`src/rtl/hood_mode_fsm.sv`:
```
// Range-hood mode controller: N fan levels, timed boost, self-clean and power-off run-on.
// Optional HOOD_GESTURE_EN adds gest_l/gest_r swipe power toggling and gest_pending.
module hood_mode_fsm #(
  parameter int LEVELS        = 3,
  parameter int BOOST_SEC     = 60,
  parameter int CLEAN_SEC     = 180,
  parameter int OFF_DELAY_SEC = 10,
  parameter int CNT_W         = 8,
  parameter int LVL_W         = $clog2(LEVELS + 1)
) (
  input  logic             clk,
  input  logic             reset,
  input  logic             tick_1hz,
  input  logic             power_pulse,
  input  logic             level_req,
  input  logic [LVL_W-1:0] level_sel,
  input  logic             boost_req,
  input  logic             clean_req,
`ifdef HOOD_GESTURE_EN
  input  logic             gest_l,
  input  logic             gest_r,
  output logic             gest_pending,
`endif
  output logic [LVL_W-1:0] fan_level,
  output logic [2:0]       state_code,
  output logic [CNT_W-1:0] countdown,
  output logic             powered,
  output logic             boost_used,
  output logic             clean_done
);

  // state    | meaning
  // OFF      | unpowered, only a power request is honoured
  // STANDBY  | powered, fan stopped
  // RUN      | fan at latched normal level
  // BOOST    | fan at top level for BOOST_SEC ticks, once per session
  // CLEAN    | self-clean for CLEAN_SEC ticks, fan stopped
  // COOLDOWN | fan at level 1 for OFF_DELAY_SEC ticks, then OFF
  localparam logic [2:0] S_OFF      = 3'd0;
  localparam logic [2:0] S_STANDBY  = 3'd1;
  localparam logic [2:0] S_RUN      = 3'd2;
  localparam logic [2:0] S_BOOST    = 3'd3;
  localparam logic [2:0] S_CLEAN    = 3'd4;
  localparam logic [2:0] S_COOLDOWN = 3'd5;

  logic [2:0]       state_q, state_d;
  logic [CNT_W-1:0] cnt_q, cnt_d;
  logic [LVL_W-1:0] lvl_q, lvl_d;
  logic             used_q, used_d;
  logic             done_q, done_d;
  logic             pwr;
  logic             expire;
  logic             sel_ok;
  logic             sel_zero;

  assign expire   = tick_1hz && (cnt_q == CNT_W'(1));
  assign sel_zero = (level_sel == '0);
  assign sel_ok   = !sel_zero && (level_sel < LVL_W'(LEVELS));

`ifdef HOOD_GESTURE_EN
  // A pending swipe expires on the fifth tick after the first gesture.
  logic       gp_q, gp_d;
  logic [2:0] gw_q, gw_d;
  logic       first_g, second_g;

  always_comb begin
    first_g  = 1'b0;
    second_g = 1'b0;
    if (state_q == S_OFF) begin
      first_g  = gest_l;
      second_g = gest_r;
    end else if (state_q == S_RUN) begin
      first_g  = gest_r;
      second_g = gest_l;
    end
  end

  assign pwr          = power_pulse || (gp_q && second_g);
  assign gest_pending = gp_q;

  always_comb begin
    gp_d = gp_q;
    gw_d = gw_q;
    if (state_d != state_q) begin
      gp_d = 1'b0;
      gw_d = '0;
    end else if (gp_q) begin
      if (first_g) begin
        gp_d = 1'b0;
        gw_d = '0;
      end else if (tick_1hz) begin
        gp_d = (gw_q != 3'd1);
        gw_d = gw_q - 3'd1;
      end
    end else if (first_g) begin
      gp_d = 1'b1;
      gw_d = 3'd5;
    end
  end

  always_ff @(posedge clk or posedge reset) begin
    if (reset) begin
      gp_q <= 1'b0;
      gw_q <= '0;
    end else begin
      gp_q <= gp_d;
      gw_q <= gw_d;
    end
  end
`else
  assign pwr = power_pulse;
`endif

  always_ff @(posedge clk or posedge reset) begin
    if (reset) begin
      state_q <= S_OFF;
      cnt_q   <= '0;
      lvl_q   <= '0;
      used_q  <= 1'b0;
      done_q  <= 1'b0;
    end else begin
      state_q <= state_d;
      cnt_q   <= cnt_d;
      lvl_q   <= lvl_d;
      used_q  <= used_d;
      done_q  <= done_d;
    end
  end

  // Requests that a state ignores do not block lower-priority ones.
  always_comb begin
    state_d = state_q;
    cnt_d   = cnt_q;
    lvl_d   = lvl_q;
    used_d  = used_q;
    done_d  = 1'b0;
    case (state_q)
      S_OFF: begin
        cnt_d = '0;
        if (pwr) begin
          state_d = S_STANDBY;
          used_d  = 1'b0;
        end
      end
      S_STANDBY: begin
        if (pwr) begin
          state_d = S_OFF;
        end else if (boost_req && !used_q) begin
          state_d = S_BOOST;
          cnt_d   = CNT_W'(BOOST_SEC);
          used_d  = 1'b1;
        end else if (clean_req) begin
          state_d = S_CLEAN;
          cnt_d   = CNT_W'(CLEAN_SEC);
        end else if (level_req && sel_ok) begin
          state_d = S_RUN;
          lvl_d   = level_sel;
        end
      end
      S_RUN: begin
        if (pwr) begin
          state_d = S_COOLDOWN;
          cnt_d   = CNT_W'(OFF_DELAY_SEC);
        end else if (boost_req && !used_q) begin
          state_d = S_BOOST;
          cnt_d   = CNT_W'(BOOST_SEC);
          used_d  = 1'b1;
        end else if (level_req && sel_zero) begin
          state_d = S_STANDBY;
        end else if (level_req && sel_ok) begin
          lvl_d = level_sel;
        end
      end
      S_BOOST: begin
        if (pwr) begin
          state_d = S_COOLDOWN;
          cnt_d   = CNT_W'(OFF_DELAY_SEC);
        end else if (expire) begin
          state_d = S_RUN;
          lvl_d   = LVL_W'(LEVELS - 1);
          cnt_d   = '0;
        end else if (tick_1hz) begin
          cnt_d = cnt_q - CNT_W'(1);
        end
      end
      S_CLEAN: begin
        if (pwr) begin
          state_d = S_OFF;
          cnt_d   = '0;
        end else if (expire) begin
          state_d = S_STANDBY;
          cnt_d   = '0;
          done_d  = 1'b1;
        end else if (tick_1hz) begin
          cnt_d = cnt_q - CNT_W'(1);
        end
      end
      S_COOLDOWN: begin
        if (pwr || expire) begin
          state_d = S_OFF;
          cnt_d   = '0;
        end else if (tick_1hz) begin
          cnt_d = cnt_q - CNT_W'(1);
        end
      end
      default: begin
        state_d = S_OFF;
        cnt_d   = '0;
      end
    endcase
  end

  always_comb begin
    fan_level  = '0;
    state_code = S_OFF;
    powered    = 1'b0;
    case (state_q)
      S_STANDBY, S_CLEAN: begin
        state_code = state_q;
        powered    = 1'b1;
      end
      S_RUN: begin
        state_code = state_q;
        powered    = 1'b1;
        fan_level  = lvl_q;
      end
      S_BOOST: begin
        state_code = state_q;
        powered    = 1'b1;
        fan_level  = LVL_W'(LEVELS);
      end
      S_COOLDOWN: begin
        state_code = state_q;
        powered    = 1'b1;
        fan_level  = LVL_W'(1);
      end
      default: ;
    endcase
  end

  assign countdown  = cnt_q;
  assign boost_used = used_q;
  assign clean_done = done_q;

endmodule

```
`config.mk`:
```
export PLATFORM = sky130hd
export DESIGN_NAME = hood_mode_fsm
export DESIGN_NICKNAME = d
export VERILOG_FILES = /design/src/rtl/hood_mode_fsm.sv
export SDC_FILE = /design/constraint.sdc
export NUM_CORES = 1
export LEC_CHECK = 0
export BUFFER_PORTS_ARGS = -buffer_cell sky130_fd_sc_hd__buf_2
export CAP_MARGIN = 30
export CORE_ASPECT_RATIO = 0.75
export CORE_UTILIZATION = 50
export DETAILED_ROUTE_END_ITERATION = 6
export PLACE_DENSITY = 0.74
export SKIP_CTS_REPAIR_TIMING = 1
export SLEW_MARGIN = 10
export SYNTH_ARGS = -nofsm -noshare
export SYNTH_HDL_FRONTEND = slang
export SYNTH_SLANG_ARGS = --single-unit
```
`constraint.sdc`:
```
create_clock -name clk -period 6.1 [get_ports clk]
set_clock_uncertainty 0.2 [all_clocks]
set_input_delay 0.61 -clock clk [delete_from_list [all_inputs] [get_ports clk]]
set_output_delay 0.61 -clock clk [all_outputs]
set_load 0.1 [all_outputs]
```
* Word level (Yosys, flattened, before mapping)
Index checks and enable logic that the tools add are counted.
Storage, ports and cells: flip-flop bits (word level) 15, bits of input ports 9, output and inout bits 16, logic and storage cells 94
Operators by class: add/sub/neg operators 1, $lt $le $gt $ge 1, equality and inequality tests 24, muxes and demuxes 45, reductions and logical operators 18
Operators by type and width (count):
- 2-to-1 mux 8 bit | 10
- 2-to-1 mux 3 bit | 14
- case mux 8 bit (5 select lines) | 1
- inequality test 2 bit, second input constant | 11
- 2-to-1 mux 2 bit | 9
- case mux 3 bit (6 select lines) | 1
- inequality test 3 bit, second input constant | 4
- case mux 2 bit (3 select lines) | 2
- AND reduction 9 bit | 1
- equality test 8 x 1 -> 1 bit, second input constant | 1
- subtractor 8 x 1 -> 8 bit, second input constant | 1
- 2-to-1 mux 1 bit | 7
- equality test 3 x 2 -> 1 bit, second input constant | 2
- equality test 3 bit, second input constant | 2
- AND reduction 6 bit | 1
- logical AND 1 bit | 5
- inequality test 5 bit, second input constant | 1
- OR reduction 5 bit | 1
- inequality test 4 bit, second input constant | 1
- AND reduction 4 bit | 1
- equality test 3 x 1 -> 1 bit, second input constant | 1
- logical NOT 3 bit | 1
- AND reduction 3 bit | 1
- nonzero test 3 bit | 1
- other kinds (8) | 9

* Depth between registers and ports, before layout
depth in word-level cells 9, gate-level depth with buffers 8, gate-level depth less buffers 7

* Worst setup path after synthesis
No wires, ideal clock.
path kind register to output, start point register state_q[1], end point output state_code[0], arrival 2.754 ns, data required time 5.290 ns, path slack 2.536 ns, cell stages (with the launch flop) 6, path buffers 2, cell sequence dfrtp_1 -> clkbuf_1 -> buf_1 -> inv_1 -> ha_1 -> a21oi_1
On the way: longest elaborated chain between the ends 3
RTL lines:
- from (decl) | RTL line 46 | logic [2:0] state_q, state_d;
- from (signal assigned) | RTL line 122 | state_q <= state_d;
- equality test 3 bit (tied with other cells) | RTL line 217 | case (state_q)
- OR reduction 5 bit (no source line) (*)
- 2-to-1 mux 3 bit (*) | RTL line 217
- to (decl) | RTL line 25 | output logic [2:0] state_code,
Mark *: on every way between the ends. The rest lies on a longest branch, timed or not.

* Final worst setup path
start point register state_q[0], end point output state_code[0]
On the way: longest elaborated chain between the ends 3
RTL lines (RTL line):
- equality test 3 bit (tied with other cells) | 217
- OR reduction 5 bit (no source line)
- 2-to-1 mux 3 bit (*) | 217
Marks and branches as above.

==> results.py <==
metrics = {
    "clock_network": {
        "cts-buffers-inserted": 3,
        "root_buffer": "clkbuf_4",
        "cts_tree": "built",
        "clk_pin_slew_ns": 0.10,
        "clk_path_buf_depth": 2,
        "cts_max_level": 1,
        "cts_sinks": 15,
        "clock_latency_ns": 0.29,
    },
    "drt": {
        "routed-via-count": 1236,
        "postRouteAntennaNets": 0,
        "via_per_inst": 5.91,
        "routed_wl_mm": 3.07,
        "drc": 0,
        "wl_per_cell_um": 14.7,
        "drtPass1Iterations": 4,
        "drtIter0Drc": 70,
    },
    "yosys": {
        "ys_seq_area_share_pct": 30.5,
        "netlist_area_um2": 1230,
        "ys_async_sr_fraction_pct": 100,
        "synth_flop_cell": "dfrtp_1",
        "syn_area_per_cell_um2": 8.03,
        "synthTopCellsByArea": "dfrtp_1 31%, ha_1 6.1%, nand2_1 4.6%, a21oi_1 4.5%, o21ai_0 3.7%",
        "yosys-top-cells-count": "15 x dfrtp_1, 15 x nand2_1, 11 x a21oi_1, 11 x inv_1, 10 x nor2_1",
        "synthesis.nets": 168,
        "ys_ff_latch": 15,
        "synth_top_area_share_pct": 30.5,
        "synth_cell_type_count": 46,
        "synthCells": 153,
        "yosysTopAreaCell": "dfrtp_1",
        "yosysWarnings": 0,
        "synth_edf_count": 0,
    },
    "critical_path": {
        "worstPathBufferInverterCount": 1,
        "cp.arrival_ns": 2.16,
        "worstPathRequired_ns": 5.29,
        "crit_chain": "nor2b_1 > nand2_1 > a21oi_1 > buf_2",
        "critPathTopFamily": "flip-flops",
        "worst_path_max_delay_cell": "dfrtp_1",
        "cp-start-kind": "flop",
        "end_kind": "output port",
        "criticalPathCategory": "flop to output port",
        "crit_path_max_incr_delay_ns": 0.69,
        "cp_max_fo": 19,
    },
    "sta": {
        "min_period_ns": 2.97,
        "maxSlewViolCount": 0,
        "slew_headroom_pct": 58.8,
        "rsz0062_at_grt": "false",
        "finalHoldWorstSlack_ns": 0.172,
        "period_share_pct": 48.7,
        "max_freq_ghz": 0.337,
        "tightestPinTransition_ns": 0.617,
        "setup_violations": 0,
        "setup_tns_ns": 0,
        "finalHoldViolCount": 0,
    },
    "placed_design": {
        "place_congestion": 0.909,
        "io_buffers": 24,
        "dp_hpwl_mm": 2.34,
        "detailed_place.area_um2": 1370,
    },
    "run": {
        "max_cap_violations": 0,
    },
    "global_routing": {
        "grtUsageTotal_pct": 25.1,
        "antenna_found_initial": 0,
        "gr-total-overflow": 0,
        "grt_start_max_net_pins": 23,
        "grt_pass1_vias": 1065,
        "grt_first_pass_wirelength_mm": 4.99,
    },
    "layout": {
        "finalInstanceArea_um2": 1390,
        "regArea_um2": 375,
        "antennaDiodeCount": 0,
        "final_net_count": 191,
        "areaGrowthSynthToFinish_pct": 13.3,
        "fillCellCount": 226,
        "multi_input_area_um2": 778,
        "drive_gt1_share_pct": 23.4,
    },
    "hold_path": {
        "hold_path_class": "input port to asynchronous set/reset pin",
    },
    "floorplan": {
        "rows": 15,
        "dieArea_um2": 2660,
        "fp.coreArea_um2": 2310,
        "pin_count": 25,
        "start_util_pct": 53.2,
        "dieWidth_um": 59.2,
        "die_y_um": 44.9,
    },
    "run_status": {
        "status": "completed",
    },
}
cell families (layout without fill, tap and decap cells):
logic type	after synthesis	after routing	synth area share [%]
simple gates	55	55	25.8
fa+ha+maj	6	6	6.11
mux	1	1	0.916
xor+xnor	2	2	1.43
compound gates	55	55	29.1
buf+inv	19	41	6.11
flops	15	15	30.5
final cells by class:
| cell class | count | area share [%] |
|---|---|---|
| inverters | 13 | 3.50 |
| repair buffers | 24 | 8.63 |
| well taps | 34 | 3.05 |
| clock inverters | 1 | 0.359 |
| flip-flops and latches | 15 | 27.0 |
| multi-input cells | 119 | 55.9 |
| clock buffers | 3 | 1.62 |
worst paths after layout:
path | startpoint | end | slack (ns) | cells after the start
worst min-delay path | reset | lvl_q[1] | 0.17 | 2
min in group clk | lvl_q[1] | lvl_q[1] | 0.31 | 1
max in group asynchronous | reset | countdown[5] | 5.13 | 2
worst min register to register | lvl_q[1] | lvl_q[1] | 0.31 | 1
worst max-delay path | state_q[0] | state_code[0] | 3.13 | 4
worst max register to register | countdown[1] | countdown[6] | 3.75 | 7
state kept, by name, indices dropped and copies added, names as in the netlist:
| register | cells |
|---|---|
| state_q | 3 |
| boost_used | 1 |
| lvl_q | 2 |
| clean_done | 1 |
| countdown | 8 |
placed cells by master (no fill, tap or decap), types with 3 or more instances in the layout:
cell / n
o22ai_1: 4
a31oi_1: 5
nor3_1: 4
o21ai_0: 9
nor2b_1: 3
ha_1: 6
nand3_1: 3
buf_2: 24
o2bb2ai_1: 4
nor2_1: 10
inv_1: 11
nand2b_1: 3
a21oi_1: 11
o21ai_1: 7
clkbuf_4: 3
nand2_1: 15
nor4_1: 4
dfrtp_1: 15
layer usage:
metal,vias to the layer above,wire length [um],track usage (%)
met5,-,0,0
met3,2,243,5.73
met2,53,1310,34.2
met4,0,4,3.81
li1,604,-,-
met1,577,1510,40.4
stage by stage:
stage          utilization, %  instances  setup WS (ns)
5_1_grt                  60.3        209           3.00
3_5_place_dp             59.1        205           3.51
3_3_place_gp             59.1        205           3.59
2_1_floorplan               -        153           2.54
6_report                 60.3        209           3.13
4_1_cts                  60.3        209           3.17
Power is left out: the tool's default activity adds up to more than one toggle a clock period on the data nets, which glitch-free logic cannot reach.
